<file path="src/rtl/op_decoder.sv">
// ============================================================================
// Module      : op_decoder
// Description : Decodes a stream of ASCII operator characters into ALU
//               operation codes. A lookahead FSM pairs "<<", ">>", "**" and
//               "==", flushes a lone pair-start character after an idle
//               timeout, and holds a following single operator for one
//               busy cycle.
// Revision    : 1.0 - initial release
// ============================================================================
`default_nettype none

module op_decoder #(
    parameter int OP_W    = 8,
    parameter int TIMEOUT = 16,
    parameter int PAIR_EN = 1
) (
    input  logic            clk,
    input  logic            reset,
    input  logic [7:0]      op,
    input  logic            i_ready,
    output logic [OP_W-1:0] op_code,
    output logic            o_ready,
    output logic            o_err,
    output logic            o_busy
);

    localparam int CNT_W = (TIMEOUT > 1) ? $clog2(TIMEOUT) : 1;
    localparam logic [CNT_W-1:0] CNT_MAX = CNT_W'(TIMEOUT - 1);
    localparam logic [7:0] SPACE = 8'h20;

    typedef enum logic [1:0] {
        S_IDLE = 2'd0,
        S_PEND = 2'd1,
        S_HOLD = 2'd2
    } state_t;

    state_t            state_q, state_d;
    logic [7:0]        pend_q, pend_d;
    logic [3:0]        hold_q, hold_d;
    logic [CNT_W-1:0]  cnt_q, cnt_d;
    logic [OP_W-1:0]   code_q, code_d;
    logic              ready_q, ready_d;
    logic              err_q, err_d;

    // Code for a character decoded on its own; 0 means "not an operator".
    function automatic logic [3:0] single_code(input logic [7:0] c);
        case (c)
            8'h2B:   single_code = 4'd1;   // +
            8'h2D:   single_code = 4'd2;   // -
            8'h2A:   single_code = 4'd3;   // *
            8'h2F:   single_code = 4'd4;   // /
            8'h26:   single_code = 4'd5;   // &
            8'h7C:   single_code = 4'd6;   // |
            8'h5E:   single_code = 4'd7;   // ^
            8'h7E:   single_code = 4'd8;   // ~
            8'h3C:   single_code = 4'd9;   // <
            8'h3E:   single_code = 4'd10;  // >
            8'h3D:   single_code = 4'd15;  // =
            default: single_code = 4'd0;
        endcase
    endfunction

    // Code for a doubled pair-start character.
    function automatic logic [3:0] pair_code(input logic [7:0] c);
        case (c)
            8'h3C:   pair_code = 4'd11;    // <<
            8'h3E:   pair_code = 4'd12;    // >>
            8'h2A:   pair_code = 4'd13;    // **
            default: pair_code = 4'd14;    // ==
        endcase
    endfunction

    function automatic logic is_pair_start(input logic [7:0] c);
        is_pair_start = (c == 8'h3C) || (c == 8'h3E) || (c == 8'h2A) || (c == 8'h3D);
    endfunction

    // Next-state, pending/held storage, timeout count and emitted outputs.
    always_comb begin
        state_d = state_q;
        pend_d  = pend_q;
        hold_d  = hold_q;
        cnt_d   = cnt_q;
        code_d  = code_q;
        ready_d = 1'b0;
        err_d   = 1'b0;
        case (state_q)
            S_IDLE: begin
                if (i_ready) begin
                    if (op == SPACE) begin
                        state_d = S_IDLE;
                    end else if ((PAIR_EN != 0) && is_pair_start(op)) begin
                        state_d = S_PEND;
                        pend_d  = op;
                        cnt_d   = '0;
                    end else if (single_code(op) != 4'd0) begin
                        code_d  = OP_W'(single_code(op));
                        ready_d = 1'b1;
                    end else begin
                        err_d = 1'b1;
                    end
                end
            end
            S_PEND: begin
                if (i_ready) begin
                    // Any follower flushes the pending character unless it completes the pair.
                    ready_d = 1'b1;
                    code_d  = OP_W'(single_code(pend_q));
                    state_d = S_IDLE;
                    if (op == pend_q) begin
                        code_d = OP_W'(pair_code(pend_q));
                    end else if (op == SPACE) begin
                        state_d = S_IDLE;
                    end else if (is_pair_start(op)) begin
                        state_d = S_PEND;
                        pend_d  = op;
                        cnt_d   = '0;
                    end else if (single_code(op) != 4'd0) begin
                        state_d = S_HOLD;
                        hold_d  = single_code(op);
                    end else begin
                        err_d = 1'b1;
                    end
                end else if ((TIMEOUT != 0) && (cnt_q == CNT_MAX)) begin
                    ready_d = 1'b1;
                    code_d  = OP_W'(single_code(pend_q));
                    state_d = S_IDLE;
                end else begin
                    cnt_d = cnt_q + CNT_W'(1);
                end
            end
            S_HOLD: begin
                // The held operator always emits; a character offered now is dropped.
                ready_d = 1'b1;
                code_d  = OP_W'(hold_q);
                state_d = S_IDLE;
                err_d   = i_ready;
            end
            default: begin
                state_d = S_IDLE;
            end
        endcase
    end

    // State and output registers with asynchronous active-low clear.
    always_ff @(posedge clk or negedge reset) begin
        if (!reset) begin
            state_q <= S_IDLE;
            pend_q  <= '0;
            hold_q  <= '0;
            cnt_q   <= '0;
            code_q  <= '0;
            ready_q <= 1'b0;
            err_q   <= 1'b0;
        end else begin
            state_q <= state_d;
            pend_q  <= pend_d;
            hold_q  <= hold_d;
            cnt_q   <= cnt_d;
            code_q  <= code_d;
            ready_q <= ready_d;
            err_q   <= err_d;
        end
    end

    assign op_code = code_q;
    assign o_ready = ready_q;
    assign o_err   = err_q;
    assign o_busy  = (state_q == S_HOLD);

endmodule

`default_nettype wire

</file>
<file path="config.mk">
export PLATFORM = sky130hd
export DESIGN_NAME = op_decoder
export DESIGN_NICKNAME = d
export VERILOG_FILES = /design/src/rtl/op_decoder.sv
export SDC_FILE = /design/constraint.sdc
export NUM_CORES = 1
export LEC_CHECK = 0
export ABC_AREA = 1
export CAP_MARGIN = 15
export CORE_ASPECT_RATIO = 1.75
export CORE_MARGIN = 4
export CORE_UTILIZATION = 35
export DETAILED_ROUTE_END_ITERATION = 16
export DONT_BUFFER_PORTS = 1
export PLACE_DENSITY = 0.47
export SYNTH_ARGS = -nofsm -noshare
export SYNTH_HDL_FRONTEND = slang
export SYNTH_SLANG_ARGS = --single-unit
</file>
<file path="constraint.sdc">
create_clock -name clk -period 2.95 [get_ports clk]
set_input_delay 0.295 -clock clk [delete_from_list [all_inputs] [get_ports clk]]
set_output_delay 0.295 -clock clk [all_outputs]
set_load 0.01 [all_outputs]
</file>
---- Yosys cells after proc, flatten, opt, wreduce, memory -nomap -nowiden ----
Index checks and enable logic that the tools add are counted.
Widths: inputs -> output; s select.
operators by class
  add/subtract/negate cells ............... 1
  multiply operators ...................... 0
  div/mod/pow operators ................... 0
  $lt $le $gt $ge ......................... 0
  equality and inequality tests ........... 37
  shift-type cells ........................ 0
  multiplexer cells ....................... 58
  bitwise operators ....................... 3
  reductions and logical operators ........ 13
operator list
  cell                 count
  $eq 8x6->1 const B   17
  $mux 8               11
  $pmux 4 s11          2
  $mux 4               14
  $eq 8x7->1 const B   6
  $pmux 8 s3           1
  $mux 2               9
  $pmux 8 s2           1
  $mux 1               15
  $ne 2x2->1 const B   6
  $ne 3x3->1 const B   4
  $reduce_and 6->1     2
  $pmux 3 s3           1
  $eq 8x8->1           1
  $pmux 4 s2           1
  $reduce_and 4->1     2
  $reduce_bool 4->1    2
  $pmux 1 s3           2
  $add 4x1->4 const B  1
  $eq 4x4->1 const B   1
  $pmux 2 s2           1
  $logic_or 1x1->1     3
  $not 1->1            3
  $reduce_and 3->1     1
  5 further kinds      5
word-level totals
  bits in registers ....................... 28
  bits in latches ......................... 0
  RAM bits ................................ 0
  ROM bits ................................ 0
  bits of input ports ..................... 11
  output and inout port bits .............. 11
  logic and storage cells ................. 119
  memories ................................ 0

---- Logic depth before layout (Yosys ltp) ----
  word-level depth ........................ 16
  mapped depth ............................ 13
  mapped depth without buffers ............ 13

---- Worst setup path before layout ----
OpenSTA, ideal clock, no wires.
  path kind ............................... register to register
  start point ............................. reg state_q[1]
  end point ............................... reg cnt_q[1]
  setup time .............................. 119 ps
  arrival time ............................ 1,537 ps
  data required time ...................... 2,831 ps
  setup slack ............................. 1,295 ps
  stages on the path, launching flop included .. 10
  path buffers ............................ 1
  clock period less this slack ............ 1,655 ps
  path through ............................ dfrtp_1 -> inv_1 -> ha_1 -> clkbuf_1 -> inv_1 -> nor2_1 -> nand2_1 -> nand2_2 -> nor2_1 -> o21a_1
on the way
  cells in the longest elaborated chain, start to end .. 3
  elaborated cells between the ends (all ways) .. 8
  those cells by class .................... eq/ne: 4; mux: 1; reduce/logical: 3
RTL lines
  item                                                       RTL line  text
  start, declared                                            37        state_t state_q, state_d;
  start signal, assigned                                     155       state_q <= state_d;
  $eq 2x1->1 / $logic_not 2->1 (equally long branches)       86        case (state_q)
  $ne 3x3->1 (no source line), or another cell as far along  n/a
  $reduce_and 4->1 (no source line)                          n/a
  end signal, assigned                                       158       cnt_q <= cnt_d;
  end, declared                                              40        logic [CNT_W-1:0] cnt_q, cnt_d;
Parallel ways exist; a longest one is shown, timed or not.
A chain may end at the register's enable or synchronous reset.

---- Final worst setup path ----
  start point ............................. reg state_q[1]
  end point ............................... reg pend_q[4]
on the way
  cells in the longest elaborated chain, start to end .. 3
  elaborated cells between the ends (all ways) .. 8
  those cells by class .................... eq/ne: 4; mux: 1; reduce/logical: 3
RTL lines
  item                                                                     RTL line  text
  $eq 2x1->1 / $logic_not 2->1 (equally long branches)                     86
  $ne 2x2->1 (no source line) / $reduce_bool 2->1 (equally long branches)  n/a
  $reduce_and 4->1 (no source line)                                        n/a
  end signal, assigned                                                     156       pend_q <= pend_d;
  end, declared                                                            38        logic [7:0] pend_q, pend_d;
Parallel ways exist; a longest one is shown, timed or not.

==> summary by stage <==
Route
The number of vias in the routed layout is 1953. The aggregate routed wire length is 5.527 mm. The number of design rule violations left after detail routing is 0. The number of routed nets with antenna violations is 0. The detailed router finished its first iteration with 115 violations.

The via density per instance is 4.650. Dividing the detail-routed wire length by the instance count gives 13.16 µm. The first detailed-routing pass ran for 4 iterations.

Timing
The max-slew violation count was 0. The final number of setup-violating endpoints is 0. The achievable frequency is 0.5541 GHz. Final hold analysis gives a worst-case slack of 0.1396 ns. The final hold violation count came to 0.

After layout, the minimum clock period comes to 1.805 ns. Setup repair after global routing left no endpoint under its margin. For the final database, setup skew stands at 0.01096 ns. The share of the clock period used by the worst path is 0.6118.

The accumulated negative setup slack is 0 ns.

Floorplanning
The count of boundary I/O pins is 22. Measured along the y axis, the die boundary spans 110.2 µm. Row generation in the floorplan step produced 37 rows. The horizontal die dimension is 66.39 µm.

The core area is 5833 µm². The total die area is 7315 µm². The starting density of the core is 0.3580.

Critical path
For this run, the slowest stage of the critical path takes 0.42 ns. The signal on the critical path passes through inv_1 > ha_1 > inv_1 > nor2_1 > nand2_1 > nand2_2 > nor2_4 > nand2_1 > o21ai_0. The required time of the worst setup path is 3.11 ns. The slowest stage of the critical path is the dfrtp_1 cell.

The setup check on the worst reg-to-reg path leaves a slack of 1.15 ns. On the critical path the largest part of the delay comes from simple AND/OR/NAND/NOR gates. The worst setup path is captured at a register. The kind of critical path is reg2reg. The arrival time at the worst endpoint is 1.97 ns.

The number of buffer and inverter instances along the worst setup path is 2. The category of the worst setup path launch point is a register. The maximum fanout encountered on the critical timing path is 10.

Global route
Entering global routing, the biggest net connects 25 pins. The first global-routing pass estimated 9.128 mm of wire. The leftover overflow at the end of global routing is 0.

For this run, the total global-route usage over all layers was measured as 0.1641. The number of global-route vias before repair is 1953. The initial antenna violation count is 0.

Clock network
The worst-case clock buffer depth is 2. After clock tree synthesis, the clock-pin slew on the worst setup and hold paths is 0.10 ns. The depth of the CTS H-tree is 1. The post-cts resize count is 0.

The post-CTS setup buffer count is 0. The CTS tree is done. The number of buffers inserted during clock tree synthesis is 3. The CTS root buffer is clkbuf_8. The number of clock sinks is 24.

After clock tree synthesis, the flow added hold-fix buffers numbering 2. The clock reaches the later pin of the worst-skew pair after 0.28 ns.

Outcome
The run finished with clean final reports.

Synthesis
The sequential element share of the synthesized area is 0.2876. During synthesis, Yosys emitted a total of 0 warnings. Synthesis produced a netlist whose cell count is 339.

A synthesized cell averages 6.160 µm². The cell area that synthesis handed to floorplanning was 2088 µm². The distinct cell type count after synthesis is 28. After synthesis the netlist holds a flip-flop and latch count of 24.

Power
Across the VDD grid, the largest voltage drop is 0.0002384 V. The power after layout is 0.001554 W. For this design the ratio of total power to cell area is 688.3 nW/µm².

Summed over all cells, the static leakage comes to 1.226 nW.

Cells and area
The final layout contains 359 nets. Once layout is done, the placed cells without fillers occupy 2257 µm². In the final layout, the share of cells above drive strength 1 is 0.1082. The number of inserted filler cells in the final layout is 677. The repair_antennas step left the layout with diodes totalling 0.

In the layout the commonest cells are nand2_1 (124), nor2_1 (49), inv_1 (44), dfrtp_1 (24), nand3_1 (15). The library cell used most frequently in the layout, excluding fill and tap cells, is nand2_1. At the end of the flow the core is filled with cells to 0.3870. The layout overhead on the synthesized area is 8.088%.

Placement
The placed cell area is 2156 µm². The count of buffers inserted at the top-level ports is 0. The half-perimeter wire length of the detailed placement result is 4.623 mm.

At the end of routability-driven placement, the weighted congestion stood at 0.8308.

Job
Max-cap violations in this run came to 0.

Worst hold path
In this run the worst hold path is classified as in2reg.
[metal layers]
metal / vias up / share of wire / GRT usage / routed length, µm
met2: 30 / 0.57 / 0.3348 / 3163
met3: 8 / 0.036 / 0.02840 / 199
met4: 0 / 0.016 / 0.04070 / 86
met5: - / 0 / 0 / 0
li1: 1034 / - / - / -
met1: 881 / 0.38 / 0.1637 / 2078
[area by class of cell]
cell class / count / area, µm² / area share
clock inverters: 1 / 30.03 / 0.01330
well taps: 78 / 97.59 / 0.04324
multi-input cells: 262 / 1270 / 0.5626
clock buffers: 3 / 41.29 / 0.01829
repair buffers: 2 / 30.03 / 0.01330
inverters: 50 / 187.7 / 0.08315
flip-flops and latches: 24 / 600.6 / 0.2661
[worst paths after layout]
path,startpoint,endpoint,cells after the start
min in group asynchronous,reset,cnt_q[0]$_DFFE_PN0P_,2
max in group asynchronous,reset,hold_q[0]$_DFFE_PN0P_,2
worst max-delay path,state_q[1]$_DFFE_PN0P_,pend_q[4]$_DFFE_PN0P_,9
worst min register to register,hold_q[3]$_DFFE_PN0P_,hold_q[3]$_DFFE_PN0P_,2
worst max register to register,state_q[1]$_DFFE_PN0P_,pend_q[4]$_DFFE_PN0P_,9
worst min-delay path,op[1],pend_q[1]$_DFFE_PN0P_,2
[per-stage QoR]
step	instances	setup slack, ns
after detailed placement	414	1.138
after global routing	420	0.9037
after floorplan	342	1.295
final	420	1.145
after global placement	414	1.131
after CTS	420	1.129
[registers in the layout (all words and copies together) (netlist names)]
name / cells
pend_q: 8
o_ready: 1
o_err: 1
op_code: 4
hold_q: 4
cnt_q: 4
state_q: 2
[cell families after synthesis]
kind of cell | after synthesis | synth area share
and+or+nand+nor | 215 | 0.4626
xor gates and xnor gates | 1 | 0.004195
other | 1 | 0.001796
adders and majority gates | 5 | 0.02996
DFF | 24 | 0.2876
AOI/OAI and AO/OA | 37 | 0.1043
buffers and inverters | 56 | 0.1096
[report_power, final]
group	leakage [nW]	internal, W	switching, W
logic	0.895	0.000249	0.000495
clock network	0.0357	0.000182	0.000121
registers	0.296	0.000415	0.0000916
total	1.23	0.000846	0.000708
[worst register-to-register path: stages, from the launching register on]
cell and delay [ns]:
dfrtp_1 0.42, inv_1 0.09, ha_1 0.38, inv_1 0.18, nor2_1 0.17, nand2_1 0.08
nand2_2 0.14, nor2_4 0.07, nand2_1 0.07, o21ai_0 0.09
[cells in the mapped netlist (all sizes together)]
cell,instances,area [µm²]
o21ai,23,126.4
nand4,2,27.53
inv,50,187.7
a211oi,1,7.510
nand2,130,503.0
nor2,60,282.8
o21a,2,15.01
a21oi,10,61.31
dfrtp,24,600.6
nand3b,1,20.02
ha,5,62.56
buf,5,37.54
nor3,4,20.02
nand3,18,112.6
clkbuf,1,3.750
conb,1,3.750
xor2,1,8.760
o31ai,1,7.510
Power figures use the tool's default switching activity.
